`config.mk`:
```
export PLATFORM = sky130hd
export DESIGN_NAME = mem_arb
export DESIGN_NICKNAME = d
export VERILOG_FILES = /design/src/rtl/mem_arb_pkg.sv /design/src/rtl/mem_arb_rr.sv /design/src/rtl/mem_arb.sv
export SDC_FILE = /design/constraint.sdc
export NUM_CORES = 1
export LEC_CHECK = 0
export CAP_MARGIN = 20
export CORE_UTILIZATION = 45
export DETAILED_ROUTE_END_ITERATION = 16
export DONT_BUFFER_PORTS = 1
export GPL_ROUTABILITY_DRIVEN = 0
export SYNTH_ARGS = -nofsm -noshare
export SYNTH_HDL_FRONTEND = slang
export SYNTH_SLANG_ARGS = --single-unit
```
`constraint.sdc`:
```
create_clock -name clock -period 2.56 [get_ports clock]
set_input_delay 0.256 -clock clock [delete_from_list [all_inputs] [get_ports clock]]
set_output_delay 0.256 -clock clock [all_outputs]
set_load 0.01 [all_outputs]
```
`src/rtl/mem_arb_pkg.sv`:
```
`default_nettype none
// ============================================================================
// Module : mem_arb_pkg
// Shared types and constants for the IFU/LSU memory arbiter.
// Rev    : 1.0
// ============================================================================
package mem_arb_pkg;

    typedef enum logic [1:0] {
        IDLE  = 2'd0,
        ISSUE = 2'd1,
        WAIT  = 2'd2,
        RESP  = 2'd3
    } state_e;

    typedef enum logic {
        GNT_IFU = 1'b0,
        GNT_LSU = 1'b1
    } grant_e;

    localparam logic [1:0]  SIZE_B       = 2'd0;
    localparam logic [1:0]  SIZE_H       = 2'd1;
    localparam logic [1:0]  SIZE_W       = 2'd2;
    localparam logic [31:0] TIMEOUT_DATA = 32'hDEAD_BEEF;

    // Timeout counter is never narrower than 8 bits.
    function automatic int cnt_width(input int limit);
        int w;
        w = $clog2(limit + 1);
        return (w < 8) ? 8 : w;
    endfunction

endpackage
`default_nettype wire

```
`src/rtl/mem_arb_rr.sv`:
```
`default_nettype none
// ============================================================================
// Module : mem_arb_rr
// Two-way round-robin picker: a tie goes to the side not granted last.
// Rev    : 1.0
// ============================================================================
module mem_arb_rr
    import mem_arb_pkg::*;
(
    input  logic [1:0] i_req,
    input  grant_e     i_last_grant,
    output grant_e     o_grant,
    output logic       o_valid
);

    always_comb begin
        o_valid = |i_req;
        o_grant = GNT_IFU;
        case (i_req)
            2'b10:   o_grant = GNT_LSU;
            2'b11:   o_grant = (i_last_grant == GNT_IFU) ? GNT_LSU : GNT_IFU;
            default: o_grant = GNT_IFU;
        endcase
    end

endmodule
`default_nettype wire

```
`src/rtl/mem_arb.sv`:
```
`default_nettype none
// ============================================================================
// Module : mem_arb
// Shares one memory port between IFU and LSU, one transaction at a time.
// Option : define MEM_ARB_TIMEOUT_EN to bound the WAIT state (mem_err pulse).
// Rev    : 1.0
// ============================================================================
module mem_arb
    import mem_arb_pkg::*;
#(
    parameter int ADDR_W         = 32,
    parameter int DATA_W         = 32,
    parameter int TIMEOUT_CYCLES = 255
) (
    input  logic              clock,
    input  logic              reset,
    input  logic              ifu_reqValid,
    input  logic [ADDR_W-1:0] ifu_addr,
    output logic              ifu_respValid,
    output logic [DATA_W-1:0] ifu_rdata,
    input  logic              lsu_reqValid,
    input  logic [ADDR_W-1:0] lsu_addr,
    input  logic [1:0]        lsu_size,
    input  logic              lsu_wen,
    input  logic [DATA_W-1:0] lsu_wdata,
    input  logic [3:0]        lsu_wmask,
    output logic              lsu_respValid,
    output logic [DATA_W-1:0] lsu_rdata,
    output logic              mem_reqValid,
    input  logic              mem_reqReady,
    output logic [ADDR_W-1:0] mem_addr,
    output logic [1:0]        mem_size,
    output logic              mem_wen,
    output logic [DATA_W-1:0] mem_wdata,
    output logic [3:0]        mem_wmask,
    input  logic              mem_respValid,
    input  logic [DATA_W-1:0] mem_rdata,
    output logic              mem_err
);

    state_e            r_state;
    grant_e            r_grant;
    grant_e            r_last_grant;
    logic [ADDR_W-1:0] r_addr;
    logic [1:0]        r_size;
    logic              r_wen;
    logic [DATA_W-1:0] r_wdata;
    logic [3:0]        r_wmask;
    logic [DATA_W-1:0] r_ifu_rdata;
    logic [DATA_W-1:0] r_lsu_rdata;

    logic [1:0]        w_req;
    grant_e            w_pick;
    logic              w_pick_valid;
    logic              w_timeout;
    logic [DATA_W-1:0] w_resp_data;

    assign w_req = {lsu_reqValid, ifu_reqValid};

    mem_arb_rr u_rr (
        .i_req        (w_req),
        .i_last_grant (r_last_grant),
        .o_grant      (w_pick),
        .o_valid      (w_pick_valid)
    );

`ifdef MEM_ARB_TIMEOUT_EN
    localparam int c_CNT_W = cnt_width(TIMEOUT_CYCLES);

    logic [c_CNT_W-1:0] r_cnt;
    logic               r_err;

    assign w_timeout   = (r_cnt == c_CNT_W'(TIMEOUT_CYCLES - 1));
    assign w_resp_data = mem_respValid ? mem_rdata : DATA_W'(TIMEOUT_DATA);
    assign mem_err     = r_err;

    // Counter sits at zero outside WAIT so it is clear on entry.
    always_ff @(posedge clock) begin
        if (reset) begin
            r_cnt <= '0;
            r_err <= 1'b0;
        end else begin
            r_err <= (r_state == WAIT) && w_timeout && !mem_respValid;
            if (r_state == WAIT) begin
                r_cnt <= r_cnt + 1'b1;
            end else begin
                r_cnt <= '0;
            end
        end
    end
`else
    logic [31:0] w_timeout_cycles_unused;

    assign w_timeout               = 1'b0;
    assign w_resp_data             = mem_rdata;
    assign mem_err                 = 1'b0;
    assign w_timeout_cycles_unused = TIMEOUT_CYCLES;
`endif

    always_ff @(posedge clock) begin
        if (reset) begin
            r_state      <= IDLE;
            r_grant      <= GNT_IFU;
            r_last_grant <= GNT_IFU;
            r_addr       <= '0;
            r_size       <= '0;
            r_wen        <= 1'b0;
            r_wdata      <= '0;
            r_wmask      <= '0;
            r_ifu_rdata  <= '0;
            r_lsu_rdata  <= '0;
        end else begin
            case (r_state)
                IDLE: begin
                    if (w_pick_valid) begin
                        r_grant      <= w_pick;
                        r_last_grant <= w_pick;
                        r_state      <= ISSUE;
                        if (w_pick == GNT_LSU) begin
                            r_addr  <= lsu_addr;
                            r_size  <= lsu_size;
                            r_wen   <= lsu_wen;
                            r_wdata <= lsu_wdata;
                            r_wmask <= lsu_wmask;
                        end else begin
                            r_addr  <= ifu_addr;
                            r_size  <= SIZE_W;
                            r_wen   <= 1'b0;
                            r_wdata <= '0;
                            r_wmask <= 4'hF;
                        end
                    end
                end
                ISSUE: begin
                    if (mem_reqReady) begin
                        r_state <= WAIT;
                    end
                end
                WAIT: begin
                    if (mem_respValid || w_timeout) begin
                        if (r_grant == GNT_LSU) begin
                            r_lsu_rdata <= w_resp_data;
                        end else begin
                            r_ifu_rdata <= w_resp_data;
                        end
                        r_state <= RESP;
                    end
                end
                RESP:    r_state <= IDLE;
                default: r_state <= IDLE;
            endcase
        end
    end

    assign mem_reqValid  = (r_state == ISSUE);
    assign mem_addr      = r_addr;
    assign mem_size      = r_size;
    assign mem_wen       = r_wen;
    assign mem_wdata     = r_wdata;
    assign mem_wmask     = r_wmask;
    assign ifu_respValid = (r_state == RESP) && (r_grant == GNT_IFU);
    assign lsu_respValid = (r_state == RESP) && (r_grant == GNT_LSU);
    assign ifu_rdata     = r_ifu_rdata;
    assign lsu_rdata     = r_lsu_rdata;

endmodule
`default_nettype wire

```
After elaboration in Yosys (flattened, before gate mapping)
Cells that the tools add are included.
{"block": "totals", "regBits": 138, "output_inout_bits": 139, "n_memories": 0, "mem_bits_ro": 0, "ramBits": 0, "latchBits": 0, "word_cells": 37}
{"block": "classes", "n_lt_le_gt_ge": 0, "muxes": 11, "n_eq_ne": 8, "n_shift": 0, "div": 0, "n_mul": 0, "add_sub_neg": 0, "reduce_logical": 8, "bitwise": 1}
{"op": "$mux W32", "n": 2}
{"op": "$reduce_and A3 Y1", "n": 3}
{"op": "$eq A2 B2 Y1 const B", "n": 4}
{"op": "$mux W2", "n": 4}
{"op": "$pmux W2 S4", "n": 1}
{"op": "$mux W4", "n": 1}
{"op": "$ne A2 B1 Y1 const B", "n": 2}
{"op": "$eq A2 B1 Y1 const B", "n": 1}
{"op": "$logic_and A1 B1 Y1", "n": 2}
{"op": "$logic_not A2 Y1", "n": 1}
{"op": "$mux W1", "n": 2}
{"op": "$ne A2 B2 Y1 const B", "n": 1}
{"op": "$pmux W1 S2", "n": 1}
{"op": "$reduce_and A2 Y1", "n": 1}
{"op": "$reduce_or A2 Y1", "n": 1}
{"op": "$not A1 Y1", "n": 1}

Depth between registers and ports, before layout
{"block": "logic_depth", "word_depth": 3, "ltp_mapped": 8, "mapped_depth_nobuf": 5}

Hierarchy
Synthesis repeated with hierarchy kept, for this count alone.
{"block": "unflattened", "cells_unflattened": 628, "area_unflattened_um2": 5780.5}
{"mod": "mem_arb", "instances": 1, "cells_each": 626, "area_per_inst_um2": 5766.8}
{"mod": "mem_arb_rr", "instances": 1, "cells_each": 2, "area_per_inst_um2": 13.8}

Least setup slack after synthesis
No wires, ideal clock.
{"block": "synth_path", "path_kind": "register -> register", "start": "reg r_state[0]", "end": "reg r_addr[0], in the netlist mem_addr[0]", "stages_incl_launch_ff": 9, "path_buffers": 4, "required_time_ns": 2.469, "arrival_time_ns": 1.491, "setup_slack_ns": 0.978, "setup_ns": 0.091, "cell_sequence": "dfxtp_1 inv_1 ha_1 buf_2 o21a_1 buf_2 buf_4 buf_2 a311oi_1"}
{"block": "synth_between", "elab_chain_cells": 2}
{"item": "from (decl)", "line_no": "mem_arb.sv:41", "source": "state_e r_state;"}
{"item": "from (signal assigned)", "line_no": "mem_arb.sv:102", "source": "r_state <= IDLE;"}
{"item": "from (signal assigned)", "line_no": "mem_arb.sv:118", "source": "r_state <= ISSUE;"}
{"item": "from (signal assigned)", "line_no": "mem_arb.sv:136", "source": "r_state <= WAIT;"}
{"item": "$logic_not A2 Y1", "line_no": "mem_arb.sv:113", "source": "case (r_state)"}
{"item": "$reduce_and A2 Y1 (no source line)"}
{"item": "to (signal assigned)", "line_no": "mem_arb.sv:120", "source": "r_addr <= lsu_addr;"}
{"item": "to (signal assigned)", "line_no": "mem_arb.sv:126", "source": "r_addr <= ifu_addr;"}
{"item": "to (decl)", "line_no": "mem_arb.sv:44", "source": "logic [ADDR_W-1:0] r_addr;"}
Every way passes these cells.
A chain may end at the register's enable or synchronous reset.

Worst setup path in the final report
{"block": "layout_path", "start": "reg r_state[1]", "end": "reg r_addr[17], in the netlist mem_addr[17]"}
The elaborated chain is that of the path after synthesis.

==> parameters.txt <==
Parameter                              Value

Logic synthesis
  Top area cells in the synthesized netlist ... sky130_fd_sc_hd__dfxtp_1 54%, sky130_fd_sc_hd__nand2_1 14%, sky130_fd_sc_hd__a311oi_1 6.5%
  Fraction of post-synthesis cell area in the top cell type by area ... 0.5432
  Post-synthesis share of cell area spent on and, or, nand and nor gates ... 0.1870
  Commonest cells post-synth ... 192 x sky130_fd_sc_hd__nand2_1, 138 x sky130_fd_sc_hd__dfxtp_1, 66 x sky130_fd_sc_hd__a21oi_1
  Xor and xnor fraction of the mapped netlist area ... 0
  Most area-hungry cell type in the Yosys netlist ... sky130_fd_sc_hd__dfxtp_1
  Compound-gate portion of the synthesized area ... 0.1995
  Cell count after synthesis ... about 590
  Largest family of logic cells by synthesized area ... compound AO/OA/AOI/OAI gates
  Number of distinct library cells after synthesis ... 29
  Avg Cell Area, Syn ... approximately 8.7 µm²
  Fraction of registers with async set or reset after synthesis ... 0
  #FFs+latches synth ... 138
  Dominant synthesized flop cell ... sky130_fd_sc_hd__dfxtp_1
  Fraction of the yosys area taken by sequential cells ... 0.5432
  Yosys Warn Count ... 0
  Syn Std Cell Area ... around 5100 µm²
  Number of enable-type register cells in the synthesized netlist ... 0
  Post-Synth Adder-Cell Area ... 0.009840
  Net count after synthesis ... 732
  Most frequent cell after synthesis ... sky130_fd_sc_hd__nand2_1
  Fraction of synthesized area in multiplexers ... 0.001968

Critical path
  Logic depth of the worst path, buffers included ... 7
  Delay contributed by the slowest stage of the critical path ... 0.60 ns
  Category of the critical setup timing path ... flop to flop
  Critical-path maximum fanout ... 51
  Startpoint type of the worst setup path ... flop
  Setup slack, reg-to-reg ... 0.22 ns
  Critical register-to-register path endpoint ... mem_addr[17]
  Cell family contributing the most delay on the critical path ... buffers and inverters
  End of the critical path ... mem_addr[17]
  Launch point of the worst path ... r_state[1]
  Number of cells on the worst reg-to-reg path ... 7
  Worst r2r src ... r_state[1]
  Critical path capture point type ... flop
  Req. time, crit path ... 2.92 ns
  Number of buffer and inverter instances along the worst setup path ... 3
  Crit-path cells ... inv_1 > ha_2 > o21a_4 > buf_12 > nor2_1 > a311oi_1 > dlygate4sd3_1
  Cell type of the slowest stage on the worst timing path ... sky130_fd_sc_hd__dlygate4sd3_1
  Arrival time worst endpoint ... 2.70 ns

Detailed routing
  Via-to-Cell Ratio ... around 5.5
  Post-route antenna net violation count ... 0
  Number of iterations in the first detailed-routing pass ... 5
  DR WL/cell ... around 18 µm
  Detailed-route wire length ... 15280 µm
  Initial detailed-routing violation count ... 324
  Post-route DRC ... 0
  Via count ... between 4000 and 5000

STA
  Timing-limited maximum frequency ... 0.4274 GHz
  Final setup TNS ... 0 ns
  Time the final worst path needs with I/O delays and setup ... roughly 2.3 ns
  Number of hold violations in the final report ... 0
  Max-slew violation count ... 0
  Worst slew margin ... 0.4241
  Final worst path period share ... 0.9140
  Worst slew pin tran ... around 0.86 ns
  Setup repair after global routing missed its margin ... no
  Maximum clock skew at final layout ... 0.01972 ns
  Total setup violations reported at the end of the flow ... 0

Cells and area
  Summed area of non-filler cells in the final layout ... 6977 µm²
  Fraction of layout instances using a drive strength above 1 ... 0.06215
  Inserted Diodes ... 0
  Post-route non-filler standard cell count ... between 800 and 900
  Area growth from synthesis to layout ... 37.17%
  Net total in the final layout ... about 840
  Final core occ ... 0.6380

Power
  Gate power share ... 0.235
  Clock group share of total power ... 0.326
  Peak supply drop ... 0.0006274 V
  Power per unit of standard cell area ... 994.1 nW/µm²
  Static leakage power ... roughly 2.7 nW
  Internal Pwr Total ... 0.004716 W
  Relative contribution of sequential cells to total power ... 0.439
  Switching share of power ... 0.3201
  Final total power ... 0.006936 W
  P_sw ... 0.002220 W

Floorplanning
  Total number of placement rows ... 38
  Starting Density ... 0.4651
  Height of the die ... 108.3 µm
  Area of the core ... about 11000 µm²
  DIE WIDTH ... 108.3 µm
  Die footprint ... 11730 µm²
  Number of primary I/O pins ... 280

Placed design
  Placed inst area ... 5091 µm²
  Post-DP HPWL ... 9131 µm
  Count of placed standard cells including taps ... 686
  Number of I/O port buffers ... 0

CTS
  Root buf cell ... sky130_fd_sc_hd__clkbuf_16
  Maximum number of buffers from clock root to sink ... 2
  TritonCTS Buffers ... 17
  Clock Latency Late Sink ... ~0.43 ns
  Sinks on the clock net ... 138
  Clock tree from TritonCTS ... done
  Clock Pin Slew Worst Setup and Hold Paths ... 0.06 ns
  Setup bufs post-CTS ... 0
  H-tree level count ... 4

Worst hold path
  Startpoint of the tightest hold check path ... lsu_addr[5]
  Hold Crit Class ... input port to flop

Run
  # Max-Cap Violations ... 0

Global route
  Via count of the first global-routing pass ... approximately 4500
  Maximum number of pins on one net before global-route repair ... 104
  Number of antenna violations at the first check in global routing ... 0
  Global routing usage summed across all routing layers ... 0.2563
  Grt total ovfl ... 0
  Global-route wire length before repair ... 22720 µm

Outcome
  Result of the run ... complete, no violations
worst register-to-register path: cells and delay by family (launching register included):
family          cells  cell delay, ns
buf+inv             3            0.95
compound gates      2            0.59
flops               1            0.34
fa+ha+maj           1            0.30
simple gates        1            0.11
registers in the layout, indices dropped and copies added (netlist names):
name,cells
ifu_rdata,32
lsu_rdata,32
mem_addr,32
mem_size,2
mem_wdata,32
mem_wen,1
mem_wmask,4
r_last_grant,1
r_state,2
stage by stage:
stage | hold slack (ns) | setup slack [ns]
after global routing | 0.01825 | 0.09550
after floorplan | 0.3747 | 0.9778
final | 0.01068 | 0.2201
after global placement | 0.3337 | 0.7225
after CTS | 0.001084 | 0.07731
after detailed placement | 0.3365 | 0.5946
power by group through the flow:
stage               registers [W]  clock network, W  logic, W
floorplan                 0.00296                 0   0.00107
global placement          0.00308                 0   0.00113
detailed placement        0.00307                 0   0.00119
CTS                       0.00304           0.00230   0.00157
global route              0.00309           0.00240   0.00179
finish                    0.00305           0.00226   0.00163
cells by family after synthesis:
group / count (synthesis)
multiplexers: 1
buffers and inverters: 58
adder cells (fa/ha/maj): 4
flip-flops: 138
other: 1
AO/OA/AOI/OAI: 143
AND/OR/NAND/NOR: 242
layout by cell type (no fill, tap or decap), types with 7 or more instances in the layout:
cell type / instances
sky130_fd_sc_hd__nand2_1: 192
sky130_fd_sc_hd__dfxtp_1: 138
sky130_fd_sc_hd__dlygate4sd3_1: 130
sky130_fd_sc_hd__a21oi_1: 66
sky130_fd_sc_hd__nor2_1: 38
sky130_fd_sc_hd__a311oi_1: 38
sky130_fd_sc_hd__a22o_1: 34
sky130_fd_sc_hd__clkbuf_16: 17
sky130_fd_sc_hd__inv_1: 7
sky130_fd_sc_hd__buf_4: 7
worst min-delay path by stage:
stage,cells after the start,to,slack (ns)
after detailed placement,1,ifu_rdata[28],0.34
after global placement,1,ifu_rdata[28],0.33
final,2,mem_addr[5],0.01
after CTS,2,mem_addr[2],0.001
after global routing,2,r_state[1],0.02
after floorplan,1,r_last_grant,0.37
what timing repair did:
action	in CTS	in global routing
gates resized for setup	0	2
setup endpoints to repair	0	21
hold endpoints to repair	137	0
hold buffers	131	0
layer usage:
| metal | vias to the layer above | GRT usage | share of wire |
|---|---|---|---|
| met1 | 2189 | 0.2681 | 0.37 |
| met4 | 0 | 0.1448 | 0.036 |
| li1 | 2203 | - | - |
| met3 | 45 | 0.09705 | 0.095 |
| met5 | - | 0 | 0 |
| met2 | 245 | 0.4409 | 0.50 |
final cells by class:
cell class / count / area (µm²)
clock buffers: 23 / 478.0
clock inverters: 8 / 70.07
fillers: 857 / 3959
inverters: 8 / 30.03
multi-input cells: 391 / 2039
flip-flops and latches: 138 / 2763
well taps: 140 / 175.2
repair buffers: 140 / 1421
No activity file was read; power rests on OpenSTA's default activity.
